**config.mk**
```make
export PLATFORM = sky130hd
export DESIGN_NAME = burst_sequencer
export DESIGN_NICKNAME = d
export VERILOG_FILES = /design/src/rtl/burst_sequencer.sv
export SDC_FILE = /design/constraint.sdc
export NUM_CORES = 1
export LEC_CHECK = 0
export CAP_MARGIN = 40
export CORE_MARGIN = 1
export CORE_UTILIZATION = 50
export DETAILED_ROUTE_END_ITERATION = 8
export GPL_ROUTABILITY_DRIVEN = 0
export PLACE_DENSITY = 0.75
export SLEW_MARGIN = 20
export SYNTH_ARGS = -nofsm -noshare
export SYNTH_HDL_FRONTEND = slang
export SYNTH_SLANG_ARGS = --single-unit
```
**constraint.sdc**
```tcl
create_clock -name clk -period 4.45 [get_ports clk]
set_input_delay 1.335 -clock clk [delete_from_list [all_inputs] [get_ports clk]]
set_output_delay 1.335 -clock clk [all_outputs]
set_load 0.02 [all_outputs]
```
**src/rtl/burst_sequencer.sv**
```systemverilog
// -----------------------------------------------------------------------------
// burst_sequencer
//
// Holds a small table of burst descriptors (packet_count, packet_length,
// idle_cycles, initial_value). On go it walks the table and sends one burst per
// slot to the packet generator. Each burst drives the gen_* config outputs and
// a one-cycle gen_start pulse. The sequencer then waits for gen_busy to drop.
// It inserts gap_cycles idle clocks between bursts and repeats the whole table
// loop_count times. A loop_count of 0 repeats the table until abort.
//
// Ports:
//   clk, resetn          single clock, asynchronous active-low reset
//   cfg_we/addr/field/   descriptor field write, accepted only while idle
//   cfg_wdata
//   num_entries          slots used per pass (0..ENTRIES)
//   loop_count           passes over the table, 0 = until abort
//   gap_cycles           idle clocks between bursts
//   go, abort            start pulse / stop request
//   busy, done, aborted  status; done/aborted are one-cycle pulses
//   cur_entry, cur_pass  slot being run, 1-based pass number
//   gen_*                config and start pulse to the generator; gen_busy back
//   stat_bursts,         launch / launched-packet counters
//   stat_packets
//
// Optional feature: define BURST_SEQ_STATS_EN to build the statistics
// counters. Without it, stat_bursts and stat_packets are tied to 0.
// -----------------------------------------------------------------------------
module burst_sequencer #(
  parameter  int ENTRIES = 8,
  localparam int AW      = $clog2(ENTRIES)
) (
  input  logic          clk,
  input  logic          resetn,
  input  logic          cfg_we,
  input  logic [AW-1:0] cfg_addr,
  input  logic [1:0]    cfg_field,
  input  logic [31:0]   cfg_wdata,
  input  logic [AW:0]   num_entries,
  input  logic [15:0]   loop_count,
  input  logic [15:0]   gap_cycles,
  input  logic          go,
  input  logic          abort,
  output logic          busy,
  output logic          done,
  output logic          aborted,
  output logic [AW-1:0] cur_entry,
  output logic [15:0]   cur_pass,
  output logic [31:0]   gen_packet_count,
  output logic [15:0]   gen_packet_length,
  output logic [15:0]   gen_idle_cycles,
  output logic [15:0]   gen_initial_value,
  output logic          gen_start,
  input  logic          gen_busy,
  output logic [31:0]   stat_bursts,
  output logic [47:0]   stat_packets
);

  typedef enum logic [2:0] {
    S_IDLE,
    S_FETCH,
    S_LAUNCH,
    S_RUN,
    S_GAP,
    S_DRAIN
  } state_t;

  state_t state_q, state_d;

  // Descriptor table
  logic [31:0] pc_mem   [ENTRIES];
  logic [15:0] len_mem  [ENTRIES];
  logic [15:0] idle_mem [ENTRIES];
  logic [15:0] iv_mem   [ENTRIES];

  // Run context latched on go
  logic [AW:0]   n_q;
  logic [15:0]   loop_q;
  logic [15:0]   gap_q;
  logic [AW-1:0] entry_q;
  logic [15:0]   pass_q;
  logic [15:0]   gap_cnt_q;
  logic          first_q;    // first cycle of RUN/DRAIN: gen_busy not yet trustworthy
  logic          done_q;
  logic          aborted_q;

  // Decode helpers
  logic          go_accept;
  logic [AW:0]   entry_inc;
  logic          last_entry;
  logic          final_pass;
  logic          final_burst;
  logic          skip_entry;

  // Control strobes from the next-state logic
  logic          adv;
  logic          finish;
  logic          abort_fin;
  logic          gap_load;

  assign go_accept   = (state_q == S_IDLE) && go;
  assign entry_inc   = {1'b0, entry_q} + {{AW{1'b0}}, 1'b1};
  assign last_entry  = (entry_inc >= n_q);
  assign final_pass  = (loop_q != 16'd0) && (pass_q == loop_q);
  // No gap is inserted after the very last burst, so done follows its busy-low directly.
  assign final_burst = last_entry && final_pass;
  assign skip_entry  = (pc_mem[entry_q] == 32'd0) || (len_mem[entry_q] == 16'd0);

  // NOTE: the descriptor table has no reset. It is plain storage that software
  // fills before use, and leaving it out of reset lets it map onto RAM.
  always_ff @(posedge clk) begin
    if (cfg_we && (state_q == S_IDLE)) begin
      case (cfg_field)
        2'd0: pc_mem[cfg_addr]   <= cfg_wdata;
        2'd1: len_mem[cfg_addr]  <= cfg_wdata[15:0];
        2'd2: idle_mem[cfg_addr] <= cfg_wdata[15:0];
        2'd3: iv_mem[cfg_addr]   <= cfg_wdata[15:0];
        default: ;
      endcase
    end
  end

  // Next-state logic
  // NOTE: every signal assigned in this block gets a default first, so no path
  // leaves a value unassigned and no latch can be inferred.
  always_comb begin
    state_d   = state_q;
    adv       = 1'b0;
    finish    = 1'b0;
    abort_fin = 1'b0;
    gap_load  = 1'b0;

    case (state_q)
      S_IDLE: begin
        if (go && (num_entries != '0)) state_d = S_FETCH;
      end
      S_FETCH: begin
        if (abort) begin
          state_d   = S_IDLE;
          abort_fin = 1'b1;
        end else if (skip_entry) begin
          adv = 1'b1;
        end else begin
          state_d = S_LAUNCH;
        end
      end
      S_LAUNCH: begin
        // The start pulse is already out, so an abort here must drain the generator.
        state_d = abort ? S_DRAIN : S_RUN;
      end
      S_RUN: begin
        if (abort) begin
          state_d = S_DRAIN;
        end else if (!first_q && !gen_busy) begin
          if ((gap_q != 16'd0) && !final_burst) begin
            state_d  = S_GAP;
            gap_load = 1'b1;
          end else begin
            adv = 1'b1;
          end
        end
      end
      S_GAP: begin
        if (abort) begin
          state_d   = S_IDLE;
          abort_fin = 1'b1;
        end else if (gap_cnt_q == 16'd0) begin
          adv = 1'b1;
        end
      end
      S_DRAIN: begin
        if (!first_q && !gen_busy) begin
          state_d   = S_IDLE;
          abort_fin = 1'b1;
        end
      end
      default: state_d = S_IDLE;
    endcase

    if (adv) begin
      if (!last_entry) begin
        state_d = S_FETCH;
      end else if (final_pass) begin
        state_d = S_IDLE;
        finish  = 1'b1;
      end else begin
        state_d = S_FETCH;
      end
    end
  end

  // State and run context
  // NOTE: sequential state uses non-blocking assignments, so every register
  // samples the values present before the clock edge, regardless of statement order.
  always_ff @(posedge clk or negedge resetn) begin
    if (!resetn) begin
      state_q   <= S_IDLE;
      n_q       <= '0;
      loop_q    <= '0;
      gap_q     <= '0;
      entry_q   <= '0;
      pass_q    <= '0;
      gap_cnt_q <= '0;
      first_q   <= 1'b0;
      done_q    <= 1'b0;
      aborted_q <= 1'b0;
    end else begin
      state_q   <= state_d;
      first_q   <= (state_q == S_LAUNCH);
      done_q    <= finish || (go_accept && (num_entries == '0));
      aborted_q <= abort_fin;

      if (go_accept && (num_entries != '0)) begin
        n_q     <= num_entries;
        loop_q  <= loop_count;
        gap_q   <= gap_cycles;
        entry_q <= '0;
        pass_q  <= 16'd1;
      end

      if (gap_load) begin
        gap_cnt_q <= gap_q - 16'd1;
      end else if ((state_q == S_GAP) && (gap_cnt_q != 16'd0)) begin
        gap_cnt_q <= gap_cnt_q - 16'd1;
      end

      if (adv) begin
        if (!last_entry) begin
          entry_q <= entry_inc[AW-1:0];
        end else if (!final_pass) begin
          // pass_q may wrap when loop_count is 0 (run until abort).
          entry_q <= '0;
          pass_q  <= pass_q + 16'd1;
        end
      end
    end
  end

  // Generator config: captured in FETCH and held until the next FETCH.
  always_ff @(posedge clk or negedge resetn) begin
    if (!resetn) begin
      gen_packet_count  <= '0;
      gen_packet_length <= '0;
      gen_idle_cycles   <= '0;
      gen_initial_value <= '0;
    end else if (state_q == S_FETCH) begin
      gen_packet_count  <= pc_mem[entry_q];
      gen_packet_length <= len_mem[entry_q];
      gen_idle_cycles   <= idle_mem[entry_q];
      gen_initial_value <= iv_mem[entry_q];
    end
  end

  assign busy      = (state_q != S_IDLE);
  assign gen_start = (state_q == S_LAUNCH);
  assign done      = done_q;
  assign aborted   = aborted_q;
  assign cur_entry = entry_q;
  assign cur_pass  = pass_q;

`ifdef BURST_SEQ_STATS_EN
  logic [31:0] bursts_q;
  logic [47:0] packets_q;
  logic [48:0] packets_sum;

  // One extra bit catches overflow so the packet total can saturate.
  assign packets_sum = {1'b0, packets_q} + {17'd0, gen_packet_count};

  always_ff @(posedge clk or negedge resetn) begin
    if (!resetn) begin
      bursts_q  <= '0;
      packets_q <= '0;
    end else if (go_accept) begin
      bursts_q  <= '0;
      packets_q <= '0;
    end else if (state_q == S_LAUNCH) begin
      if (bursts_q != '1) bursts_q <= bursts_q + 32'd1;
      packets_q <= packets_sum[48] ? '1 : packets_sum[47:0];
    end
  end

  assign stat_bursts  = bursts_q;
  assign stat_packets = packets_q;
`else
  assign stat_bursts  = '0;
  assign stat_packets = '0;
`endif

endmodule
```
==> impl_results.md <==
* Fin Setup TNS at 0 ns
* CP Max Fanout at 78
* Fraction of layout cells with a size suffix above 1 at 17.4%
* Vias at 17009
* Main combinational cell family by area after synthesis: multiplexers
* Skew final at 0.0212 ns
* Syn avg cell area at 17.3 um^2
* Iter 0 DRT Violations at 1537
* DIE HEIGHT at 255 um
* Dpl cell area at 34900 um^2
* Worst relative slew slack at 38.1%
* CTS resizes at 0
* Cell taking the most area after synthesis: edfxtp_1
* Final hold viol count at 0
* Tmin final at 3.90 ns
* Total gr overflow at 0
* WS Path Type: reg -> reg
* Startpoint Class: register
* Total Wirelength at 68.3 mm
* Total core area at 63100 um^2
* Leading cell types by count after synthesis: edfxtp_1, nand2_1, mux4_2, dfrtp_1, o21ai_0
* IO Port Bufs at 181
* Pre-antenna DRT Iters at 5
* Full die area at 64900 um^2
* Combinational Power Share at 16.8%
* Clock Power Share at 34.9%
* LEAKAGE at 12.7 nW
* Psw at 5.31 mW
* Compound-Gate Fraction of Synth Area at 2.60%
* Sequential share of power at 48.2%
* FF-to-FF setup slack at 0.55 ns
* Seq/Total Area, Yosys at 72.5%
* Xor and xnor area share after synthesis at 1.23%
* Ys async rst share at 19.7%
* GRT Util Overall at 21.5%
* Fmax at 0.256 GHz
* Detail Route Antenna Nets at 0
* Number of synthesized flops with an enable pin at 640
* Synth top area share at 60.2%
* Synth warn at 0
* Pin count of the biggest net entering global routing at 121
* Critical R2R Launch: cur_entry[0]
* Synthesized flop and latch total at 797
* Via density at 5.65
* Worst-margin pin slew at 0.928 ns
* First-pass GRT wire length at 104 mm
* Max clock buf depth at 3
* Pwr dens at 513 nW/um^2
* H-tree levels at 3
* Cts bufs inserted at 82
* Critical Path Source: cur_entry[0]
* Internal power at 13.9 mW
* Unrepaired setup endpoints after global routing: no
* Min-delay src: gen_initial_value[15]
* Worst Path Required at 4.94 ns
* Worst-Skew Late Latency at 0.63 ns
* Fin crit share at 87.7%
* CTS tree: built
* Vias in the first global route at 17311
* Drt drc at 0
* Initial antenna violation count at 8
* Status: complete, no violations
* CTS root buffer: clkbuf_16
* Clock sinks at 797
* Design area at 37500 um^2
* Main synth FF type: edfxtp_1
* Adder-Cell Fraction of Synth Area at 0.274%
* Count of cell types in the netlist at 57
* CP endpoint kind: register
* Row cnt at 92
* Multiplexer share of the synthesized area at 14.3%
* Endpoints failing setup at 0
* Share of synthesized cell area in and, or, nand and nor gates at 5.80%
* Dpl hpwl at 39.9 mm
* DR WL/cell at 22.7 um
* Count leader, synth: edfxtp_1
* Clock Pin Slew Worst Setup and Hold Paths at 0.06 ns
* Die W at 255 um
* Mapped Area at 31900 um^2
* Max-Cap Viols at 0
* Number of setup buffers added after CTS at 0
* HP Class: reg -> reg
* Switching Fraction at 27.6%
* Initial Util at 50.6%
* Io pins at 262
* Area contributors post-synth: edfxtp_1, dfrtp_1, mux4_2, mux2i_1, nand2_1
* Worst VDD drop at 0.393 mV
* Cells after synthesis at 1846
* Fin nets at 2183
* Post-CTS Hold Buffers at 0
* Area Growth Syn to Fin at 17.5%
* Final slew viol count at 0
* WP data arrival at 4.39 ns
[cells in the final DEF (no fill, tap or decap), drive strengths merged, types with 4 or more instances in the layout]
master / count
o21ai: 98
nor4: 19
mux4: 160
nor2: 72
and2: 4
conb: 80
mux2i: 94
clkbuf: 108
bufinv: 6
xor2: 21
nand3b: 6
and3: 6
nor3: 19
clkdlybuf4s50: 180
a211oi: 4
ha: 7
nand3: 14
edfxtp: 640
nand2: 225
dfrtp: 157
nand4: 22
nand2b: 5
xnor2: 24
clkinv: 25
buf: 73
inv: 19
or3: 9
a21oi: 18
[per-layer routing]
layer	wire, um	global-route usage, %	part of all wire (%)	vias up
met5	81	0	0.12	-
met4	1450	6.71	2.1	12
met3	5620	4.69	8.2	112
met2	33800	35.0	50	730
met1	27300	29.1	40	8682
li1	-	-	-	7473
[through the flow]
stage	hold WS, ns	std cells	setup slack (ns)	util [%]	power (mW)
after floorplan	0.481	1925	0.0481	-	11.2
after detailed placement	0.469	2858	0.167	55.3	12.7
final	0.475	3008	0.548	59.5	19.3
after CTS	0.482	3005	0.495	59.5	19.4
after global placement	0.465	2845	0.227	55.0	12.5
after global routing	0.477	3008	0.192	59.5	20.1
[sequential cells by signal (all words and copies together), names as in the netlist]
| register | cells |
|---|---|
| idle_mem | 128 |
| gen_packet_count | 32 |
| len_mem | 128 |
| first_q | 1 |
| aborted | 1 |
| pc_mem | 256 |
| gen_initial_value | 16 |
| done | 1 |
| state_q | 3 |
| gap_cnt_q | 16 |
| gen_packet_length | 16 |
| loop_q | 16 |
| n_q | 4 |
| gen_idle_cycles | 16 |
| cur_pass | 16 |
| iv_mem | 128 |
| cur_entry | 3 |
| gap_q | 16 |
[final timing paths]
path                                          to  cells after the start
setup / recovery                     cur_pass[8]                     11
hold / removal             gen_initial_value[15]                      2
setup reg to reg                     cur_pass[8]                     11
hold reg to reg            gen_initial_value[15]                      2
max in group asynchronous   gen_packet_count[10]                      3
min in group asynchronous             loop_q[12]                      1
[worst max-delay path, stage by stage (launching register included)]
cell and delay, ns:
dfrtp_4 0.50, buf_12 0.49, mux4_2 0.58, mux2i_1 0.37, nand4_1 0.19, nor4_1 0.27
buf_4 0.19, a2bb2oi_1 0.19, o32ai_4 0.40, buf_12 0.20, nand4_1 0.13, mux2i_1 0.15
[power groups by stage]
stage	registers (mW)	logic, mW	clock network, mW
floorplan	9.70	1.49	0
global placement	9.40	3.12	0
detailed placement	9.42	3.24	0
CTS	9.29	3.27	6.83
global route	9.36	3.59	7.12
finish	9.29	3.24	6.72
[cell families after synthesis]
| group | count (synthesis) |
|---|---|
| flops | 797 |
| simple gates | 416 |
| mux | 256 |
| buf+inv | 179 |
| compound gates | 145 |
| xor+xnor | 45 |
| fa+ha+maj | 7 |
| other cells | 1 |
[area by class of cell]
class | count | area, um^2
Timing Repair Buffer | 253 | 2520
Clock inverter | 39 | 405
Clock buffer | 108 | 2230
Antenna cell | 2 | 5.00
Sequential cell | 797 | 23200
Fill cell | 4573 | 25500
Tap cell | 846 | 1060
Inverter | 14 | 52.6
Multi-Input combinational cell | 949 | 8110
Note: power is estimated with default switching activity, not from simulation.
